## src/rtl/bin_to_bcd_seq_pkg.sv

```systemverilog
// Shared types and constants for the sequential binary-to-BCD converter.
// Optional build macro: BIN_TO_BCD_SAT_EN (saturate bcd_out to all nines on overflow).
package bcd_pkg;

  localparam int         BCD_DIGIT_W = 4;
  localparam logic [3:0] BCD_NINE    = 4'h9;

  typedef enum logic [1:0] {
    IDLE  = 2'd0,
    SHIFT = 2'd1,
    DONE  = 2'd2
  } state_e;

  // Counter must hold the value BIN_W itself, hence the +1.
  function automatic int cnt_width(input int bin_w);
    return $clog2(bin_w + 1);
  endfunction

endpackage

```

## src/rtl/bin_to_bcd_seq_if.sv

```systemverilog
// Start/ready request and result bus of the binary-to-BCD converter.
interface bin_to_bcd_seq_if
  import bcd_pkg::*;
#(
  parameter int BIN_W  = 8,
  parameter int DIGITS = 3
);

  logic                          start;
  logic [BIN_W-1:0]              bin_in;
  logic                          ready;
  logic                          busy;
  logic                          valid;
  logic [BCD_DIGIT_W*DIGITS-1:0] bcd_out;
  logic                          overflow;

  modport master (
    output start, bin_in,
    input  ready, busy, valid, bcd_out, overflow
  );

  modport slave (
    input  start, bin_in,
    output ready, busy, valid, bcd_out, overflow
  );

endinterface

```

## src/rtl/bin_to_bcd_seq_digit_adj.sv

```systemverilog
// Single BCD digit correction cell: adds 3 to a digit holding 5..9 so the
// following left shift carries into the next decimal digit.
module bcd_digit_adj
  import bcd_pkg::*;
(
  input  logic [BCD_DIGIT_W-1:0] i_digit,
  output logic [BCD_DIGIT_W-1:0] o_digit
);

  // Conditional +3 adjustment of one digit.
  always_comb begin
    o_digit = i_digit;
    if ((i_digit >= 4'd5) && (i_digit <= 4'd9)) begin
      o_digit = i_digit + 4'd3;
    end else begin
      o_digit = i_digit;
    end
  end

endmodule

```

## src/rtl/bin_to_bcd_seq.sv

```systemverilog
// Sequential double-dabble binary-to-BCD converter.
// One iteration per clock; result and overflow flag appear with a one-cycle
// valid pulse BIN_W+1 cycles after the accepting edge.
// Optional build macro: BIN_TO_BCD_SAT_EN -- when defined, an overflowing
// result is replaced by all nines; otherwise the modulo 10^DIGITS value is kept.
module bin_to_bcd_seq
  import bcd_pkg::*;
#(
  parameter int BIN_W  = 8,
  parameter int DIGITS = 3
) (
  input  logic             i_clk,
  input  logic             i_rst,
  bin_to_bcd_seq_if.slave  bus
);

  localparam int CNT_W = cnt_width(BIN_W);
  localparam int BCD_W = BCD_DIGIT_W * DIGITS;

  state_e             r_state;
  state_e             w_next;
  logic [CNT_W-1:0]   r_cnt;
  logic [BIN_W-1:0]   r_bin;
  logic [BCD_W-1:0]   r_acc;
  logic [BCD_W-1:0]   w_adj;
  logic [BCD_W-1:0]   w_result;
  logic [BCD_W-1:0]   r_bcd_out;
  logic               r_ovf_sticky;
  logic               r_overflow;
  logic               r_valid;
  logic               r_ready;
  logic               r_busy;
  logic               w_last;

  for (genvar g = 0; g < DIGITS; g++) begin : g_adj
    bcd_digit_adj u_adj (
      .i_digit (r_acc[g*BCD_DIGIT_W +: BCD_DIGIT_W]),
      .o_digit (w_adj[g*BCD_DIGIT_W +: BCD_DIGIT_W])
    );
  end

  assign w_last = (r_cnt == CNT_W'(1));

`ifdef BIN_TO_BCD_SAT_EN
  assign w_result = r_ovf_sticky ? {DIGITS{BCD_NINE}} : r_acc;
`else
  assign w_result = r_acc;
`endif

  // State register.
  always_ff @(posedge i_clk) begin
    if (i_rst) begin
      r_state <= IDLE;
    end else begin
      r_state <= w_next;
    end
  end

  // Next-state decode: accept in IDLE, iterate in SHIFT, single DONE cycle.
  always_comb begin
    w_next = r_state;
    case (r_state)
      IDLE: begin
        if (bus.start) w_next = SHIFT;
        else           w_next = IDLE;
      end
      SHIFT: begin
        if (w_last) w_next = DONE;
        else        w_next = SHIFT;
      end
      DONE:    w_next = IDLE;
      default: w_next = IDLE;
    endcase
  end

  // Shift/add-3 datapath: load on accept, one adjust-and-shift per SHIFT cycle.
  always_ff @(posedge i_clk) begin
    if (i_rst) begin
      r_cnt        <= '0;
      r_bin        <= '0;
      r_acc        <= '0;
      r_ovf_sticky <= 1'b0;
    end else begin
      case (r_state)
        IDLE: begin
          if (bus.start) begin
            r_bin        <= bus.bin_in;
            r_acc        <= '0;
            r_ovf_sticky <= 1'b0;
            r_cnt        <= CNT_W'(BIN_W);
          end
        end
        SHIFT: begin
          r_acc        <= {w_adj[BCD_W-2:0], r_bin[BIN_W-1]};
          r_bin        <= r_bin << 1;
          // A bit leaving the top digit is a carry worth 10^DIGITS.
          r_ovf_sticky <= r_ovf_sticky | w_adj[BCD_W-1];
          r_cnt        <= r_cnt - CNT_W'(1);
        end
        default: begin
          r_cnt <= r_cnt;
        end
      endcase
    end
  end

  // Registered handshake and result outputs; results latch only on leaving DONE.
  always_ff @(posedge i_clk) begin
    if (i_rst) begin
      r_ready    <= 1'b1;
      r_busy     <= 1'b0;
      r_valid    <= 1'b0;
      r_bcd_out  <= '0;
      r_overflow <= 1'b0;
    end else begin
      r_ready <= (w_next == IDLE);
      r_busy  <= (w_next != IDLE);
      if (r_state == DONE) begin
        r_valid    <= 1'b1;
        r_bcd_out  <= w_result;
        r_overflow <= r_ovf_sticky;
      end else begin
        r_valid    <= 1'b0;
      end
    end
  end

  assign bus.ready    = r_ready;
  assign bus.busy     = r_busy;
  assign bus.valid    = r_valid;
  assign bus.bcd_out  = r_bcd_out;
  assign bus.overflow = r_overflow;

endmodule
```

## src/flat_wrapper.sv

```systemverilog
// flat-port wrapper written by rule: the top's interface ports become plain ports
module bin_to_bcd_seq_flat import bcd_pkg::*;
#(
  parameter int BIN_W  = 8,
  parameter int DIGITS = 3
)
  (i_clk, i_rst, bus_start, bus_bin_in, bus_ready, bus_busy, bus_valid, bus_bcd_out, bus_overflow);
  bin_to_bcd_seq_if #(.BIN_W(BIN_W), .DIGITS(DIGITS)) bus_i ();
  input  logic i_clk;
  input  logic i_rst;
  input wire logic [$bits(bus_i.start)-1:0] bus_start;
  input wire logic [$bits(bus_i.bin_in)-1:0] bus_bin_in;
  output wire logic [$bits(bus_i.ready)-1:0] bus_ready;
  output wire logic [$bits(bus_i.busy)-1:0] bus_busy;
  output wire logic [$bits(bus_i.valid)-1:0] bus_valid;
  output wire logic [$bits(bus_i.bcd_out)-1:0] bus_bcd_out;
  output wire logic [$bits(bus_i.overflow)-1:0] bus_overflow;
  assign bus_i.start = bus_start;
  assign bus_i.bin_in = bus_bin_in;
  assign bus_ready = bus_i.ready;
  assign bus_busy = bus_i.busy;
  assign bus_valid = bus_i.valid;
  assign bus_bcd_out = bus_i.bcd_out;
  assign bus_overflow = bus_i.overflow;
  bin_to_bcd_seq #(.BIN_W(BIN_W), .DIGITS(DIGITS)) u_core (.i_clk(i_clk), .i_rst(i_rst), .bus(bus_i));
endmodule
```

## config.mk

```make
export PLATFORM = sky130hd
export DESIGN_NAME = bin_to_bcd_seq_flat
export DESIGN_NICKNAME = d
export VERILOG_FILES = /design/src/rtl/bin_to_bcd_seq_pkg.sv /design/src/rtl/bin_to_bcd_seq_if.sv /design/src/rtl/bin_to_bcd_seq_digit_adj.sv /design/src/rtl/bin_to_bcd_seq.sv /design/src/flat_wrapper.sv
export SDC_FILE = /design/constraint.sdc
export NUM_CORES = 1
export LEC_CHECK = 0
export CAP_MARGIN = 20
export CORE_MARGIN = 2
export CORE_UTILIZATION = 57
export DETAILED_ROUTE_END_ITERATION = 8
export GPL_TIMING_DRIVEN = 0
export PLACE_DENSITY = 0.93
export SLEW_MARGIN = 20
export SYNTH_ARGS = -nofsm -noshare
export SYNTH_HDL_FRONTEND = slang
export SYNTH_SLANG_ARGS = --single-unit
```

## constraint.sdc

```tcl
create_clock -name i_clk -period 2.45 [get_ports i_clk]
set_input_delay 0.245 -clock i_clk [delete_from_list [all_inputs] [get_ports i_clk]]
set_output_delay 0.245 -clock i_clk [all_outputs]
set_load 0.03 [all_outputs]
```

==> flow_metrics.py, run 1 <==
metrics = {
    "synthesis": {
        "synth_top_area_share_pct": 46.2,
        "syn_avg_cell_area_um2": 8.59,
        "synthCells": 217,
        "syn_area_mm2": 0.00186,
        "synth_cell_types": 31,
        "postSynthNetCount": 236,
        "ys.warnings.count": 0,
        "synth-async-reset-ratio_pct": 0,
        "ys.flop_type": "dfxtp_1",
        "yosysSeqAreaShare_pct": 46.2,
        "synthTopCellsByArea": "dfxtp_1 46%, nand2_1 7.4%, ha_1 5.4%",
        "synth_top_area_cell": "dfxtp_1",
        "synth_edf_count": 0,
        "synth.ff_latch_count": 43,
    },
    "routing": {
        "wl_per_cell_um": 12.7,
        "wl_mm": 3.73,
        "drt_first_pass_iters": 4,
        "drtIter0Drc": 90,
        "drc": 0,
        "route.vias.total": 1581,
        "detail-route-antenna-nets": 0,
        "via_per_inst": 5.36,
    },
    "grt": {
        "grtUsageTotal_pct": 23.3,
        "grt_first_pass_wirelength_mm": 6.39,
        "use_met1_pct": 26.3,
        "grt_antenna_before_repair": 0,
        "first_global_vias": 1481,
        "met2_usage_pct": 42.2,
        "grt_max_degree": 13,
        "top_usage_layer": "met2",
        "grtUsageMet3_pct": 6.30,
        "grt_overflow": 0,
    },
    "critical_path": {
        "r2r_cells": 6,
        "critPathMaxFanout": 5,
        "cp-start-kind": "flip-flop",
        "required_ps": 2760,
        "timing.rr.end": "u_core.r_acc[2]$_SDFFE_PP0P_",
        "rr_startpoint": "u_core.r_acc[0]$_SDFFE_PP0P_",
        "rrSetupSlack_ps": 750,
        "critPathKind": "reg -> reg",
        "cp.arrival_ps": 2010,
        "worstSetupEndpointType": "flip-flop",
    },
    "sta": {
        "worst_pin_slew_ps": 577,
        "min_period_ps": 1700,
        "fin_skew_ps": 3.46,
        "rsz0062_at_grt": "no",
        "setup_violations": 0,
        "hold_violations": 0,
        "setup_slack_ps": 754,
        "finalCritPeriodShare_pct": 69.2,
        "drv_slew": 0,
        "setup_tns_ps": 0,
        "max_freq_mhz": 590,
        "slew_headroom_pct": 61.4,
    },
    "floorplan": {
        "dieArea_mm2": 0.00374,
        "fp.dieH_um": 61.2,
        "pin_count": 27,
        "core_area_mm2": 0.00308,
        "std_cell_rows": 20,
        "die_w_um": 61.2,
        "initial_utilization_pct": 60.6,
    },
    "worst_hold_path": {
        "min_to": "u_core.bus.bcd_out[7]$_SDFFE_PP0P_",
        "min_from": "u_core.bus.bcd_out[7]$_SDFFE_PP0P_",
        "hold_class": "reg -> reg",
        "hold_path_depth": 2,
    },
    "cells_and_area": {
        "final_cell_mix": "43 x dfxtp_1, 37 x nand2_1, 26 x clkdlybuf4s50_1, 19 x a21oi_1, 19 x nor2_1",
        "multi_input_area_um2": 882,
        "fillCellCount": 240,
        "seq_area_um2": 861,
        "fin_nets": 269,
        "area_growth_pct": 20.6,
        "final_common_cell": "dfxtp_1",
        "diodes": 0,
        "drive_gt1_share_pct": 7.97,
    },
    "clock_tree": {
        "cts_buffer_depth": 2,
        "h-tree-depth": 2,
        "cts_buffers": 5,
        "clock_latency_ps": 350,
        "cts_hold_buf": 0,
        "cts.sinks": 43,
        "tritoncts": "built",
        "cts_resized": 0,
        "post_cts_buffers": 0,
        "cts_root_buf": "clkbuf_4",
        "cts.clk_slew.worst_paths_ps": 120,
    },
    "power": {
        "power_density_mw_per_mm2": 577,
        "peakVddDrop_mv": 0.580,
        "seq_power_share_pct": 57.9,
        "clkPwrFrac_pct": 29.8,
        "switching_share_pct": 25.1,
        "switching_power_uw": 325,
        "p_int_uw": 971,
        "p_leak_uw": 0.000859,
        "pwr-share-comb_pct": 12.3,
    },
    "job": {
        "drv_cap": 0,
    },
    "run_status": {
        "outcome": "finished, final reports clean",
    },
    "placement": {
        "io_buffers": 26,
        "gp_congestion": 0.742,
        "dpl.hpwl_mm": 2.63,
        "dp_slack_ps": 502,
    },
}
## final cells by class
| cell class | instances | share of cell area, % |
|---|---|---|
| Sequential cell | 43 | 38.3 |
| Clock buffer | 8 | 3.06 |
| Timing Repair Buffer | 26 | 11.6 |
| Tap cell | 44 | 2.45 |
| Buffer | 10 | 2.73 |
| Multi-Input combinational cell | 148 | 39.2 |
| Inverter | 16 | 2.67 |
## sequential cells by signal (all words and copies together) (netlist names)
signal / cells
u_core.bus.bcd_out: 12
u_core.r_acc: 12
u_core.r_bin: 8
u_core.r_cnt: 4
u_core.r_state: 2
u_core.bus.busy: 1
u_core.bus.overflow: 1
u_core.bus.ready: 1
u_core.bus.valid: 1
u_core.r_ovf_sticky: 1
## cell usage after synthesis (3+ instances only)
library cell,n
xnor2_1,3
nand2_1,37
nor3_1,3
a21oi_1,19
nand2b_1,4
clkbuf_1,3
mux2i_1,4
buf_2,4
ha_1,8
nor2b_1,6
inv_1,16
o21ai_0,15
nor2_1,19
o22ai_1,4
a22o_1,7
a222oi_1,4
dfxtp_1,43
## power groups by stage
stage / Sequential (uW) / Clock (uW) / Combinational [uW]
floorplan: 766 / 0 / 104
global placement: 764 / 0 / 156
detailed placement: 765 / 0 / 160
CTS: 750 / 391 / 161
global route: 753 / 431 / 180
finish: 750 / 387 / 160
## cell families (layout without fill, tap and decap cells)
family | Yosys count | count (layout) | share of synthesized area [%]
buf+inv | 26 | 60 | 6.51
compound gates | 58 | 58 | 20.0
fa+ha+maj | 8 | 8 | 5.37
xor+xnor | 3 | 3 | 1.41
mux | 5 | 5 | 2.75
simple gates | 74 | 74 | 17.8
flops | 43 | 43 | 46.2
## worst max-delay path, cell delays in order (launching register included)
cell,delay (ps)
dfxtp_1,460
inv_1,100
ha_1,250
nor2b_1,170
o22ai_1,280
mux2i_1,250
a22o_1,140
## worst max-delay path by stage
stage | startpoint | end
after global routing | u_core.r_acc[8]$_SDFFE_PP0P_ | u_core.r_acc[10]$_SDFFE_PP0P_
after floorplan | u_core.r_acc[8]$_SDFFE_PP0P_ | u_core.r_acc[10]$_SDFFE_PP0P_
after global placement | i_rst | u_core.bus.valid$_SDFF_PP0_
final | u_core.r_acc[0]$_SDFFE_PP0P_ | u_core.r_acc[2]$_SDFFE_PP0P_
after CTS | u_core.r_acc[0]$_SDFFE_PP0P_ | u_core.r_acc[2]$_SDFFE_PP0P_
after detailed placement | i_rst | u_core.bus.valid$_SDFF_PP0_
## routing by layer
layer / routed length (um) / part of all wire [%]
met1: 1600 / 43
met2: 1920 / 51
met3: 191 / 5.1
met4: 24 / 0.64
met5: 0 / 0
## per-stage QoR
stage / power [uW] / instances / hold slack [ps] / instance area, um^2 / util, %
final: 1300 / 295 / 460 / 2250 / 73.0
after global routing: 1360 / 295 / 477 / 2250 / 73.0
after CTS: 1300 / 295 / 462 / 2250 / 73.0
after detailed placement: 925 / 287 / 446 / 2180 / 70.8
after global placement: 919 / 287 / 441 / 2180 / 70.8
after floorplan: 871 / 217 / 370 / 1860 / -
(Power assumes the default switching activity.)
==> inputs of run 2 (changes only) <==
--- a/config.mk
+++ b/config.mk
@@ -7,10 +7,10 @@
 export LEC_CHECK = 0
 export CAP_MARGIN = 20
 export CORE_MARGIN = 2
-export CORE_UTILIZATION = 57
+export CORE_UTILIZATION = 53
 export DETAILED_ROUTE_END_ITERATION = 8
 export GPL_TIMING_DRIVEN = 0
-export PLACE_DENSITY = 0.93
+export PLACE_DENSITY = 0.88
 export SLEW_MARGIN = 20
 export SYNTH_ARGS = -nofsm -noshare
 export SYNTH_HDL_FRONTEND = slang
==> constraint.sdc (replaced) <==
create_clock -name i_clk -period 1.7 [get_ports i_clk]
set_input_delay 0.17 -clock i_clk [delete_from_list [all_inputs] [get_ports i_clk]]
set_output_delay 0.17 -clock i_clk [all_outputs]
set_load 0.03 [all_outputs]
==> flow_metrics.py, run 2 (synthesis gave the netlist of run 1 again) <==
metrics = {
    "floorplan": {
        "dieArea_mm2": 0.00401,
        "pin_count": 27,
        "core_area_mm2": 0.00336,
        "std_cell_rows": 21,
        "fp.dieH_um": 63.3,
        "initial_utilization_pct": 55.4,
        "die_w_um": 63.3,
    },
    "power": {
        "p_leak_uw": 0.000857,
        "peakVddDrop_mv": 0.671,
        "power_density_mw_per_mm2": 792,
    },
    "routing": {
        "via_per_inst": 5.27,
        "drtIter0Drc": 68,
        "drt_first_pass_iters": 4,
        "drc": 0,
        "detail-route-antenna-nets": 0,
        "wl_per_cell_um": 12.6,
        "route.vias.total": 1565,
        "wl_mm": 3.75,
    },
    "placement": {
        "io_buffers": 26,
        "placed_cell_area_mm2": 0.00218,
        "dp_slack_ps": -185,
        "dpl.hpwl_mm": 2.70,
        "gp_congestion": 0.762,
    },
    "clock_tree": {
        "cts_buffers": 5,
        "tritoncts": "built",
        "clock_latency_ps": 350,
        "cts_root_buf": "clkbuf_4",
        "cts_buffer_depth": 2,
        "cts_hold_buf": 0,
        "h-tree-depth": 2,
        "cts.sinks": 43,
        "post_cts_buffers": 0,
        "cts.clk_slew.worst_paths_ps": 120,
    },
    "worst_hold_path": {
        "hold_class": "in -> reg",
    },
    "critical_path": {
        "critPathTopFamily": "buffers and inverters",
        "required_ps": 1530,
        "crit_chain": "clkdlybuf4s50_1",
        "cp.arrival_ps": 1380,
        "worstSetupEndpointType": "output port",
        "critPathMaxFanout": 2,
        "cp-start-kind": "flip-flop",
        "critical-path-max-stage-delay_ps": 680,
        "slowest_stage": "clkdlybuf4s50_1",
        "critPathKind": "reg -> out",
        "cp_num_buf_inv": 1,
    },
    "cells_and_area": {
        "drive_gt1_share_pct": 8.76,
        "fin_nets": 269,
        "area_growth_pct": 20.7,
        "diodes": 0,
        "fin_area_mm2": 0.00225,
        "final_cell_mix": "43 x dfxtp_1, 37 x nand2_1, 26 x clkdlybuf4s50_1, 19 x a21oi_1, 19 x nor2_1",
        "final_common_cell": "dfxtp_1",
    },
    "sta": {
        "fin_skew_ps": 5.31,
        "setup_violations": 0,
        "finalCritPeriodShare_pct": 91.2,
        "worst_pin_slew_ps": 577,
        "setup_slack_ps": 150,
        "rsz0062_at_grt": "no",
        "slew_headroom_pct": 61.4,
        "max_freq_mhz": 645,
        "min_period_ps": 1550,
        "hold_violations": 0,
        "setup_tns_ps": 0,
        "hold_ws_ps": 406,
        "drv_slew": 0,
    },
    "job": {
        "drv_cap": 0,
    },
    "grt": {
        "grt_max_degree": 13,
        "first_global_vias": 1503,
        "grt_overflow": 0,
        "grtUsageTotal_pct": 21.6,
        "grt_first_pass_wirelength_mm": 6.74,
        "grt_antenna_before_repair": 0,
    },
    "run_status": {
        "outcome": "finished, final reports clean",
    },
}
[run 2: cell count changes in the layout (fill, tap and decap cells not counted)]
cell,change
clkbuf_8,-2
o22ai_1,-3
clkbuf_1,+1
o22ai_2,+3
clkinv_2,+1
[run 2: per-stage QoR]
stage               power (uW)  instances  util [%]
global placement          1330        289      64.9
finish                    1780        297      66.9
global route              1900        297      66.9
CTS                       1800        297      66.4
detailed placement        1340        289      64.9
floorplan                 1250        217         -
[run 2: final cells by class]
cell class              instances  area, um^2
fillers                       316        1110
multi-input cells             148         901
flip-flops and latches         43         861
repair buffers                 26         260
plain buffers                  10        61.3
inverters                      16        60.1
well taps                      46        57.6
clock buffers                   7        45.0
clock inverters                 1        5.00
[run 2: metal layers]
metal  global-route usage, %  up-vias  wire (um)
met5                       0        -          0
met4                    10.1        0         62
met3                    5.54        5        152
met2                    35.9       31       1860
met1                    26.2      732       1670
li1                        -      797          -
[run 2: worst paths after layout]
kind / cells after the start / slack [ps] / endpoint / start
setup / recovery: 1 / 150 / bus_bcd_out[5] / u_core.bus.bcd_out[5]$_SDFFE_PP0P_
hold / removal: 2 / 410 / u_core.r_bin[0]$_SDFFE_PP0P_ / bus_bin_in[0]
setup reg to reg: 6 / 160 / u_core.r_acc[10]$_SDFFE_PP0P_ / u_core.r_acc[8]$_SDFFE_PP0P_
hold reg to reg: 2 / 460 / u_core.bus.bcd_out[1]$_SDFFE_PP0P_ / u_core.bus.bcd_out[1]$_SDFFE_PP0P_
[run 2: repair_timing]
| item | 4_1_cts | 5_1_grt |
|---|---|---|
| gates resized for setup | 0 | 3 |
| endpoints found under the hold margin | 0 | 0 |
| setup endpoints to repair | 0 | 4 |
[run 2: report_power, final]
| group | internal [uW] | total [uW] | leakage [uW] | switching [uW] |
|---|---|---|---|---|
| logic | 108 | 233 | 0.000478 | 125 |
| registers | 1050 | 1080 | 0.000350 | 32.5 |
| clock network | 161 | 469 | 0.0000293 | 308 |
==> inputs of run 3 (changes only) <==
--- a/config.mk
+++ b/config.mk
@@ -7,11 +7,12 @@
 export LEC_CHECK = 0
 export CAP_MARGIN = 20
 export CORE_MARGIN = 2
-export CORE_UTILIZATION = 53
+export CORE_UTILIZATION = 54
 export DETAILED_ROUTE_END_ITERATION = 8
 export GPL_TIMING_DRIVEN = 0
-export PLACE_DENSITY = 0.88
+export PLACE_DENSITY = 0.89
 export SLEW_MARGIN = 20
 export SYNTH_ARGS = -nofsm -noshare
 export SYNTH_HDL_FRONTEND = slang
+export SYNTH_HIERARCHICAL = 1
 export SYNTH_SLANG_ARGS = --single-unit
==> flow_metrics.py, run 3 <==
metrics = {
    "critical_path": {
        "worstSetupEndpointType": "flip-flop",
        "cp-start-kind": "flip-flop",
        "cp.arrival_ps": 1750,
        "rr_startpoint": "u_core/r_acc[0]$_SDFFE_PP0P_",
        "rrSetupSlack_ps": 140,
        "required_ps": 1890,
        "r2r_cells": 6,
        "critPathKind": "reg -> reg",
        "timing.rr.end": "u_core/r_acc[1]$_SDFFE_PP0P_",
        "critPathMaxFanout": 6,
    },
    "grt": {
        "grt_overflow": 0,
        "grt_first_pass_wirelength_mm": 6.60,
        "grt_max_degree": 13,
        "first_global_vias": 1529,
        "grtUsageTotal_pct": 20.4,
        "grt_antenna_before_repair": 0,
    },
    "cells_and_area": {
        "area_growth_pct": 20.3,
        "fin_util_pct": 66.1,
        "fin_nets": 276,
        "fin_area_mm2": 0.00238,
        "final_cells": 306,
        "final_common_cell": "dfxtp_1",
        "final_cell_mix": "43 x dfxtp_1, 27 x nand2_1, 26 x clkdlybuf4s50_1, 24 x a21oi_1, 19 x nor2_1",
        "drive_gt1_share_pct": 9.30,
        "diodes": 0,
    },
    "routing": {
        "wl_per_cell_um": 12.5,
        "via_per_inst": 5.32,
        "drc": 0,
        "detail-route-antenna-nets": 0,
        "drt_first_pass_iters": 4,
        "routed-wl-met3_um": 135,
        "drtIter0Drc": 98,
        "met2_length_mm": 1.90,
        "route.vias.total": 1628,
        "wl_met1_mm": 1.70,
        "wl_mm": 3.83,
        "top_layer": "met4",
    },
    "floorplan": {
        "fp.dieH_um": 64.6,
        "std_cell_rows": 22,
        "core_area_mm2": 0.00361,
        "dieArea_mm2": 0.00417,
        "initial_utilization_pct": 55.0,
        "die_w_um": 64.6,
        "pin_count": 27,
    },
    "sta": {
        "worst_pin_slew_ps": 481,
        "hold_ws_ps": 454,
        "min_period_ps": 1560,
        "slew_headroom_pct": 67.9,
        "max_freq_mhz": 642,
        "setup_violations": 0,
        "rsz0062_at_grt": "no",
        "fin_skew_ps": 8.66,
        "setup_tns_ps": 0,
        "finalCritPeriodShare_pct": 91.6,
        "drv_slew": 0,
        "hold_violations": 0,
    },
    "synthesis": {
        "synth_cell_types": 35,
        "syn_avg_cell_area_um2": 8.85,
        "ys.warnings.count": 6,
        "synthCells": 224,
        "synthTopCellsByArea": "dfxtp_1 43%, a21oi_1 6.1%, a22o_1 5.7%",
        "synth-async-reset-ratio_pct": 0,
        "synth_edf_count": 0,
        "ys.flop_type": "dfxtp_1",
        "synth.ff_latch_count": 43,
        "yosysSeqAreaShare_pct": 43.4,
        "postSynthNetCount": 243,
        "yosysMostFrequentCell": "dfxtp_1",
        "synth_top_area_cell": "dfxtp_1",
        "syn_area_mm2": 0.00198,
        "synth_top_area_share_pct": 43.4,
        "synthTopCellsByCount": "43 x dfxtp_1, 27 x nand2_1, 24 x a21oi_1",
    },
    "clock_tree": {
        "cts_resized": 0,
        "cts_buffers": 5,
        "cts.clk_slew.worst_paths_ps": 70,
        "cts.sinks": 43,
        "post_cts_buffers": 0,
        "h-tree-depth": 2,
        "tritoncts": "built",
        "clock_latency_ps": 300,
        "cts_root_buf": "clkbuf_8",
        "cts_buffer_depth": 2,
        "cts_hold_buf": 0,
    },
    "power": {
        "power_density_mw_per_mm2": 801,
        "p_leak_uw": 0.000982,
        "peakVddDrop_mv": 0.529,
    },
    "worst_hold_path": {
        "hold_path_depth": 2,
        "hold_class": "reg -> reg",
        "min_from": "u_core/bus.bcd_out[4]$_SDFFE_PP0P_",
        "min_to": "u_core/bus.bcd_out[4]$_SDFFE_PP0P_",
    },
    "placement": {
        "dpl.hpwl_mm": 2.78,
        "io_buffers": 26,
        "gp_congestion": 0.847,
        "placed_cell_area_mm2": 0.00230,
        "place_inst": 298,
    },
    "run_status": {
        "outcome": "finished, final reports clean",
    },
    "job": {
        "drv_cap": 0,
    },
}
## run 3: cell types whose count changed after synthesis, moves of 6 or more
cell and change:
nor3_1 +6, or3b_1 +7, o21ai_0 -13, nand2b_1 +7
xor2_1 +6, a22o_1 +6, nand2_1 -10
## run 3: logic make-up (layout without fill, tap and decap cells)
family,Yosys count,after routing,synth area share [%]
simple gates,83,83,21.8
flops,43,43,43.4
mux,4,4,2.02
xor+xnor,9,9,3.98
fa+ha+maj,8,8,5.05
compound gates,51,51,17.2
buf+inv,26,60,6.44
## run 3: final cells by class
| type | count | area, um^2 |
|---|---|---|
| Multi-Input combinational cell | 155 | 993 |
| Fill cell | 300 | 1220 |
| Tap cell | 48 | 60.1 |
| Clock inverter | 1 | 5.00 |
| Inverter | 14 | 52.6 |
| Clock buffer | 7 | 76.3 |
| Timing Repair Buffer | 26 | 260 |
| Sequential cell | 43 | 861 |
| Buffer | 12 | 75.1 |
## run 3: report_power, final
part           switching, uW  internal (uW)  leakage (uW)
Clock                    333            288     0.0000422
Combinational            114            105      0.000590
Sequential              24.5           1040      0.000350
Total                    472           1440      0.000982
## run 3: how the worst max path moves through the flow
stage | cells after the start | startpoint | slack (ps) | endpoint
CTS | 6 | u_core/r_acc[0]$_SDFFE_PP0P_ | 140 | u_core/r_acc[1]$_SDFFE_PP0P_
floorplan | 6 | u_core/r_acc[8]$_SDFFE_PP0P_ | 330 | u_core/r_acc[10]$_SDFFE_PP0P_
detailed placement | 4 | i_rst | 110 | u_core/r_bin[5]$_SDFFE_PP0P_
global placement | 4 | i_rst | 110 | u_core/r_bin[6]$_SDFFE_PP0P_
global route | 6 | u_core/r_acc[8]$_SDFFE_PP0P_ | 60 | u_core/r_acc[10]$_SDFFE_PP0P_
finish | 6 | u_core/r_acc[0]$_SDFFE_PP0P_ | 140 | u_core/r_acc[1]$_SDFFE_PP0P_
## run 3: worst max-delay path, stage by stage, from the launching register on
cell,delay (ps)
dfxtp_1,490
inv_1,80
ha_1,240
xor2_1,160
o21ai_2,180
xnor2_1,80
a22o_1,210
## run 3: metrics by stage
step	power (uW)	worst slack, ps
3_5_place_dp	1310	110
3_3_place_gp	1300	106
5_1_grt	1980	59.0
4_1_cts	1920	141
6_report	1910	143
2_1_floorplan	1240	331
## run 3: routing by layer
metal	vias to the layer above	global-route usage, %
li1	825	-
met1	767	24.0
met2	28	35.8
met3	8	3.65
met4	0	9.84
met5	-	0
